==> config.mk <==
export PLATFORM = sky130hd
export DESIGN_NAME = rom_port_arbiter_flat
export DESIGN_NICKNAME = d
export VERILOG_FILES = /design/src/rtl/rom_port_arbiter_if.sv /design/src/rtl/rom_port_arbiter.sv /design/src/flat_wrapper.sv
export SDC_FILE = /design/constraint.sdc
export NUM_CORES = 1
export LEC_CHECK = 0
export CAP_MARGIN = 25
export CORE_MARGIN = 1
export CORE_UTILIZATION = 39
export CTS_CLUSTER_DIAMETER = 100
export DETAILED_ROUTE_END_ITERATION = 8
export HOLD_SLACK_MARGIN = 0.12
export PLACE_DENSITY = 0.77
export SLEW_MARGIN = 20
export SYNTH_ARGS = -nofsm -noshare
export SYNTH_HDL_FRONTEND = slang
export SYNTH_SLANG_ARGS = --single-unit
==> constraint.sdc <==
create_clock -name clk -period 1.8 [get_ports clk]
set_input_delay 0.18 -clock clk [delete_from_list [all_inputs] [get_ports clk]]
set_output_delay 0.18 -clock clk [all_outputs]
set_load 0.02 [all_outputs]
==> src/rtl/rom_port_arbiter_if.sv <==
// Handshake bundle between the fetch/load requesters, the arbiter and the program ROM.
// The arbiter takes the slave view; the core side plus the ROM take the master view.
interface rom_port_arbiter_if #(
    parameter int WIDTH = 32
);
    logic             f_req;
    logic [WIDTH-1:0] f_addr;
    logic             f_gnt;
    logic             f_kill;
    logic             f_rvalid;
    logic [WIDTH-1:0] f_rdata;

    logic             d_req;
    logic [WIDTH-1:0] d_addr;
    logic             d_gnt;
    logic             d_rvalid;
    logic [WIDTH-1:0] d_rdata;
    logic             d_err;

    logic [WIDTH-1:0] rom_addr;
    logic [WIDTH-1:0] rom_data;

    modport slave (
        input  f_req, f_addr, f_kill, d_req, d_addr, rom_data,
        output f_gnt, f_rvalid, f_rdata, d_gnt, d_rvalid, d_rdata, d_err, rom_addr
    );

    modport master (
        output f_req, f_addr, f_kill, d_req, d_addr, rom_data,
        input  f_gnt, f_rvalid, f_rdata, d_gnt, d_rvalid, d_rdata, d_err, rom_addr
    );
endinterface

==> src/rtl/rom_port_arbiter.sv <==
// Shares one program-ROM read port between instruction fetch and .rodata loads.
// Loads win by default; a streak counter hands the slot to a waiting fetch periodically.
module rom_port_arbiter #(
    parameter int LENGTH         = 1024,
    parameter int WIDTH          = 32,
    parameter int MAX_DATA_BURST = 4
) (
    input  logic               clk,
    input  logic               rst,
    rom_port_arbiter_if.slave  bus
);
    localparam logic [3:0]       BURST_MAX = 4'(MAX_DATA_BURST);
    localparam logic [WIDTH-1:0] LEN_W     = WIDTH'(LENGTH);

    logic [3:0]       streak;
    logic             at_limit;
    logic             d_bad;
    logic [WIDTH-1:0] last_addr_p1;

    logic             f_vld_p1;
    logic             d_vld_p1;
    logic             d_err_p1;
    logic [WIDTH-1:0] f_data_p1;
    logic [WIDTH-1:0] d_data_p1;

    function automatic logic addr_bad(input logic [WIDTH-1:0] a);
        return (a[1:0] != 2'b00) || ({2'b00, a[WIDTH-1:2]} >= LEN_W);
    endfunction

    // Stage 0: grant decision and ROM address, all combinational
    always_comb begin
        at_limit     = (streak == BURST_MAX);
        bus.d_gnt    = !rst && bus.d_req && !(bus.f_req && at_limit);
        bus.f_gnt    = !rst && bus.f_req && (!bus.d_req || at_limit);
        d_bad        = addr_bad(bus.d_addr);
        bus.rom_addr = last_addr_p1;
        if (bus.d_gnt) begin
            bus.rom_addr = bus.d_addr;
        end else if (bus.f_gnt) begin
            bus.rom_addr = bus.f_addr;
        end
    end

    // Stage 1: capture the ROM word and route it to the winning port
    always_ff @(posedge clk) begin
        if (rst) begin
            f_vld_p1     <= 1'b0;
            d_vld_p1     <= 1'b0;
            d_err_p1     <= 1'b0;
            f_data_p1    <= '0;
            d_data_p1    <= '0;
            last_addr_p1 <= '0;
            streak       <= 4'd0;
        end else begin
            f_vld_p1 <= bus.f_gnt && !bus.f_kill;
            d_vld_p1 <= bus.d_gnt;
            d_err_p1 <= bus.d_gnt && d_bad;
            if (bus.f_gnt) begin
                f_data_p1 <= bus.rom_data;
            end
            if (bus.d_gnt) begin
                d_data_p1 <= d_bad ? '0 : bus.rom_data;
            end
            if (bus.f_gnt || bus.d_gnt) begin
                last_addr_p1 <= bus.rom_addr;
            end
            // Counts only data wins that made a fetch wait
            if (bus.f_gnt || !bus.f_req) begin
                streak <= 4'd0;
            end else if (bus.d_gnt && !at_limit) begin
                streak <= streak + 4'd1;
            end
        end
    end

    assign bus.f_rvalid = f_vld_p1;
    assign bus.f_rdata  = f_data_p1;
    assign bus.d_rvalid = d_vld_p1;
    assign bus.d_err    = d_err_p1;
    assign bus.d_rdata  = d_data_p1;
endmodule
==> src/flat_wrapper.sv <==
// flat-port wrapper written by rule: the top's interface ports become plain ports
module rom_port_arbiter_flat 
#(
    parameter int LENGTH         = 1024,
    parameter int WIDTH          = 32,
    parameter int MAX_DATA_BURST = 4
)
  (clk, rst, bus_f_req, bus_f_addr, bus_f_kill, bus_d_req, bus_d_addr, bus_rom_data, bus_f_gnt, bus_f_rvalid, bus_f_rdata, bus_d_gnt, bus_d_rvalid, bus_d_rdata, bus_d_err, bus_rom_addr);
  rom_port_arbiter_if #(.WIDTH(WIDTH)) bus_i ();
  input  logic clk;
  input  logic rst;
  input wire logic [$bits(bus_i.f_req)-1:0] bus_f_req;
  input wire logic [$bits(bus_i.f_addr)-1:0] bus_f_addr;
  input wire logic [$bits(bus_i.f_kill)-1:0] bus_f_kill;
  input wire logic [$bits(bus_i.d_req)-1:0] bus_d_req;
  input wire logic [$bits(bus_i.d_addr)-1:0] bus_d_addr;
  input wire logic [$bits(bus_i.rom_data)-1:0] bus_rom_data;
  output wire logic [$bits(bus_i.f_gnt)-1:0] bus_f_gnt;
  output wire logic [$bits(bus_i.f_rvalid)-1:0] bus_f_rvalid;
  output wire logic [$bits(bus_i.f_rdata)-1:0] bus_f_rdata;
  output wire logic [$bits(bus_i.d_gnt)-1:0] bus_d_gnt;
  output wire logic [$bits(bus_i.d_rvalid)-1:0] bus_d_rvalid;
  output wire logic [$bits(bus_i.d_rdata)-1:0] bus_d_rdata;
  output wire logic [$bits(bus_i.d_err)-1:0] bus_d_err;
  output wire logic [$bits(bus_i.rom_addr)-1:0] bus_rom_addr;
  assign bus_i.f_req = bus_f_req;
  assign bus_i.f_addr = bus_f_addr;
  assign bus_i.f_kill = bus_f_kill;
  assign bus_i.d_req = bus_d_req;
  assign bus_i.d_addr = bus_d_addr;
  assign bus_i.rom_data = bus_rom_data;
  assign bus_f_gnt = bus_i.f_gnt;
  assign bus_f_rvalid = bus_i.f_rvalid;
  assign bus_f_rdata = bus_i.f_rdata;
  assign bus_d_gnt = bus_i.d_gnt;
  assign bus_d_rvalid = bus_i.d_rvalid;
  assign bus_d_rdata = bus_i.d_rdata;
  assign bus_d_err = bus_i.d_err;
  assign bus_rom_addr = bus_i.rom_addr;
  rom_port_arbiter #(.LENGTH(LENGTH), .WIDTH(WIDTH), .MAX_DATA_BURST(MAX_DATA_BURST)) u_core (.clk(clk), .rst(rst), .bus(bus_i));
endmodule
==> summary.md <==
| Metric | Value |
|---|---|
| Run status | complete, but fails checks |
| Failing checks | negative setup slack |
| Final Power | between 5000 and 6000 uW |
| Count of pins on the block boundary | slightly above 200 |
| Routed len/inst | around 22 um |
| Async S/R FF share, synth | 0% |
| HPWL reported at the end of detailed placement | 11.8 mm |
| Cell area power density | 646 mW/mm^2 |
| Number of antenna violations at the first check in global routing | 1 |
| Reported max-cap violation count | 0 |
| Critical-path top delay cell | sky130_fd_sc_hd__dfxtp_2 |
| Prevailing post-synth register cell | sky130_fd_sc_hd__dfxtp_1 |
| Clock latency reported for the late side of the worst-skew pair | 350 ps |
| Seq/Total Area, Yosys | a little over two fifths |
| Fraction of final layout cells sized beyond drive strength 1 | 36.1% |
| RSZ-0062 raised after global routing | true |
| Portion of netlist area occupied by mux cells | 9.53% |
| CTS max path bufs | 2 |
| Slew Viols, Final | 0 |
| Worst vdd rail ir drop | 0.000821 V |
| Req. time, crit path | 1620 ps |
| Number of placement rows | 40 |
| Post-route worst hold slack | between 300 and 400 ps |
| Mean instance size in the synthesized netlist | 9.36 sq um |
| Most frequent standard cell in the layout excluding fill and tap cells | sky130_fd_sc_hd__clkdlybuf4s50_1 |
| Area fraction in compound gates after synthesis | 28.8% |
| Post-layout minimum cycle time | 2180 ps |
| Highest clock frequency the design can meet | 460 MHz |
| Relative area change from synthesis to final layout | 86.0% |
| Peak fanout along the critical path | 8 |
| Simple-Gate Fraction of Synth Area | 12.6% |
| Syn Nets | 625 |
| Largest family of logic cells by synthesized area | compound AO/OA/AOI/OAI gates |
| Number of CTS-inserted buffers | 9 |
| Number of H-tree branching levels | 3 |
| Largest net degree at the start of global routing | 34 |
| Worst setup path class | flop to primary output |
| Dpl ws | -529 ps |
| Maximum cell stage delay along the critical path | 320 ps |
| Register clock-pin slew on the reported worst setup and hold paths | ~70 ps |
| CTS root buf | sky130_fd_sc_hd__clkbuf_16 |
| Starting density of the core | 40.3% |
| Post-synthesis adder-cell area fraction | less than 1% |
| Synth top area share | 42.2% |
| Num Clock Sinks | 103 |
| First-pass GRT wire length | 30.1 mm |
| CP dominant cell by count | sky130_fd_sc_hd__buf_6 |
| Arrival time at the worst endpoint | 2000 ps |
| Netlist Area Pre-Place | 0.00488 sq mm |
| Launching point of the worst reg2reg path | u_core.streak[1] |
| Count of final setup violators | 67 |
| Worst min path class | input pin to flop |
| Post-DRT Antenna Nets | 0 |
| Final WS setup | -376 ps |
| Share of the cycle needed by the critical path after routing | 121% |
| Startpoint kind of the worst setup timing path | flop |
| Reported leakage power | 0.00329 uW |
| Yosys warning total | 0 |
| Final Hold Vio Count | 0 |
| Number of instances in the synthesized netlist | 522 |
| Drt initial violations | 386 |
| Total of buffers placed on input and output ports | 201 |
| Die span in y | approximately 110 um |
| Endpoint kind of the worst setup timing path | primary output |
| Pre-Repair DR Iteration Count | 5 |
| Number of vias in the routed layout | approximately 5700 |
| DRC violation count after routing | 0 |
| Weighted congestion reported at the end of routability-driven placement | ~0.85 |
| Post-route clock skew | 4.54 ps |
| Launch instance of the worst min-delay path | bus_f_kill |
| Nets | 884 |
| Origin of the worst setup path | u_core.streak[1] |
| Total gr overflow | 0 |
| Number of enable-type register cells in the synthesized netlist | 0 |
| Std-Cell Core Area | 0.0121 sq mm |
| Rel. slew slack | between 60% and 70% |
| Util after Layout | about three quarters |
| Global-route usage over all layers | between 20% and 30% |
| Top library cells by usage in the layout, fill and taps aside | 167 x sky130_fd_sc_hd__clkdlybuf4s50_1, 101 x sky130_fd_sc_hd__dfxtp_1, 78 x sky130_fd_sc_hd__buf_4 |
| Number of flip-flops and latches in the synthesized netlist | 103 |
| Area share of xor/xnor cells in the synthesized design | less than 1% |
| Area enclosed by the die boundary | 0.0130 sq mm |
| Synth area leader | sky130_fd_sc_hd__dfxtp_1 |
| Unique masters post-synth | 33 |
| Cells along the critical path | inv_2, ha_4, nand4b_1, buf_6, buf_16, a32oi_4, nand2_2, buf_6 |
| Routed wire length | ~21 mm |
| Worst-Margin Slew | 462 ps |
| Drt via density | 6.01 |
| Via count of the first global-routing pass | 5920 |
| Clock tree from TritonCTS | yes |
| Largest cells by area after synthesis | sky130_fd_sc_hd__dfxtp_1 42%, sky130_fd_sc_hd__mux2_4 8.6%, sky130_fd_sc_hd__a32oi_1 5.7%, sky130_fd_sc_hd__o2111ai_1 5.7%, sky130_fd_sc_hd__o211ai_1 4.9% |
| Chip width | 114 um |
-- cells by family after synthesis --
family / Yosys count
mux: 32
xor+xnor: 1
buf+inv: 69
simple gates: 117
compound gates: 198
flops: 103
fa+ha+maj: 2
-- registers in the layout, indices dropped and copies added (netlist names) --
| register | flops |
|---|---|
| u_core.bus.d_rdata | 32 |
| u_core.bus.f_rdata | 32 |
| u_core.last_addr_p1 | 32 |
| u_core.streak | 4 |
| u_core.bus.d_err | 1 |
| u_core.bus.d_rvalid | 1 |
| u_core.bus.f_rvalid | 1 |
-- per-stage QoR --
stage | cell area, sq um | TNS (ps) | cells
final | 9090 | -14070 | 954
after global routing | 9090 | -20730 | 954
after CTS | 8720 | -6980 | 947
after detailed placement | 7510 | -24960 | 901
after global placement | 7510 | -22730 | 901
after floorplan | 4880 | 0 | 522
-- cells in the mapped netlist (2+ instances only) --
library cell / number
sky130_fd_sc_hd__dfxtp_1: 103
sky130_fd_sc_hd__clkbuf_1: 51
sky130_fd_sc_hd__nand2_1: 34
sky130_fd_sc_hd__nor2b_1: 34
sky130_fd_sc_hd__a21oi_1: 33
sky130_fd_sc_hd__nand3_1: 33
sky130_fd_sc_hd__o21ai_0: 33
sky130_fd_sc_hd__a32oi_1: 32
sky130_fd_sc_hd__o2111ai_1: 32
sky130_fd_sc_hd__o211ai_1: 32
sky130_fd_sc_hd__o31ai_1: 32
sky130_fd_sc_hd__mux2_4: 28
sky130_fd_sc_hd__buf_2: 6
sky130_fd_sc_hd__inv_1: 6
sky130_fd_sc_hd__buf_6: 5
sky130_fd_sc_hd__mux2_2: 4
sky130_fd_sc_hd__nor2_1: 4
sky130_fd_sc_hd__nor4_1: 4
sky130_fd_sc_hd__ha_1: 2
-- final timing paths --
check                           endpoint  slack, ps  depth (start not counted)
hold / removal       u_core.bus.f_rvalid        370                          2
setup reg to reg  u_core.bus.f_rdata[19]       -140                          8
setup / recovery        bus_rom_addr[20]       -380                          8
hold reg to reg   u_core.bus.d_rdata[18]        500                          2
-- where the power goes --
| part | switching [uW] | total (uW) | internal, uW |
|---|---|---|---|
| Clock | 874 | 2130 | 1250 |
| Sequential | 39.9 | 2380 | 2340 |
| Combinational | 647 | 1360 | 711 |
| Total | 1560 | 5870 | 4310 |
-- worst max-delay path, delay by kind of cell, from the launching register on --
kind / cells / cell delay (ps)
buffers and inverters: 4 / 580
AND/OR/NAND/NOR: 2 / 330
flip-flops: 1 / 320
AO/OA/AOI/OAI: 1 / 250
adder cells (fa/ha/maj): 1 / 160
-- timing repair --
action                                  CTS  global route
endpoints found under the setup margin   66            72
gates resized for setup                 293            48
pin swaps                                50             7
gates cloned                              5             1
setup buffers                            26             6
hold buffers                              0             0
-- layout make-up --
class	count	area (sq um)
Clock buffer	10	239
Inverter	7	26.3
Timing Repair Buffer	310	3200
Tap cell	168	210
Sequential cell	103	2060
Fill cell	790	3030
Antenna cell	1	2.50
Multi-Input combinational cell	350	3260
Clock inverter	5	82.6
-- routing by layer --
layer	global-route usage, %	vias to the layer above	routed length (um)	part of all wire (%)
met4	18.8	0	1270	6.1
met3	7.65	110	1560	7.5
met1	32.9	2769	7580	37
met2	51.7	324	10300	50
met5	0	-	0	0
li1	-	2529	-	-
No activity file was read; power rests on OpenSTA's default activity.
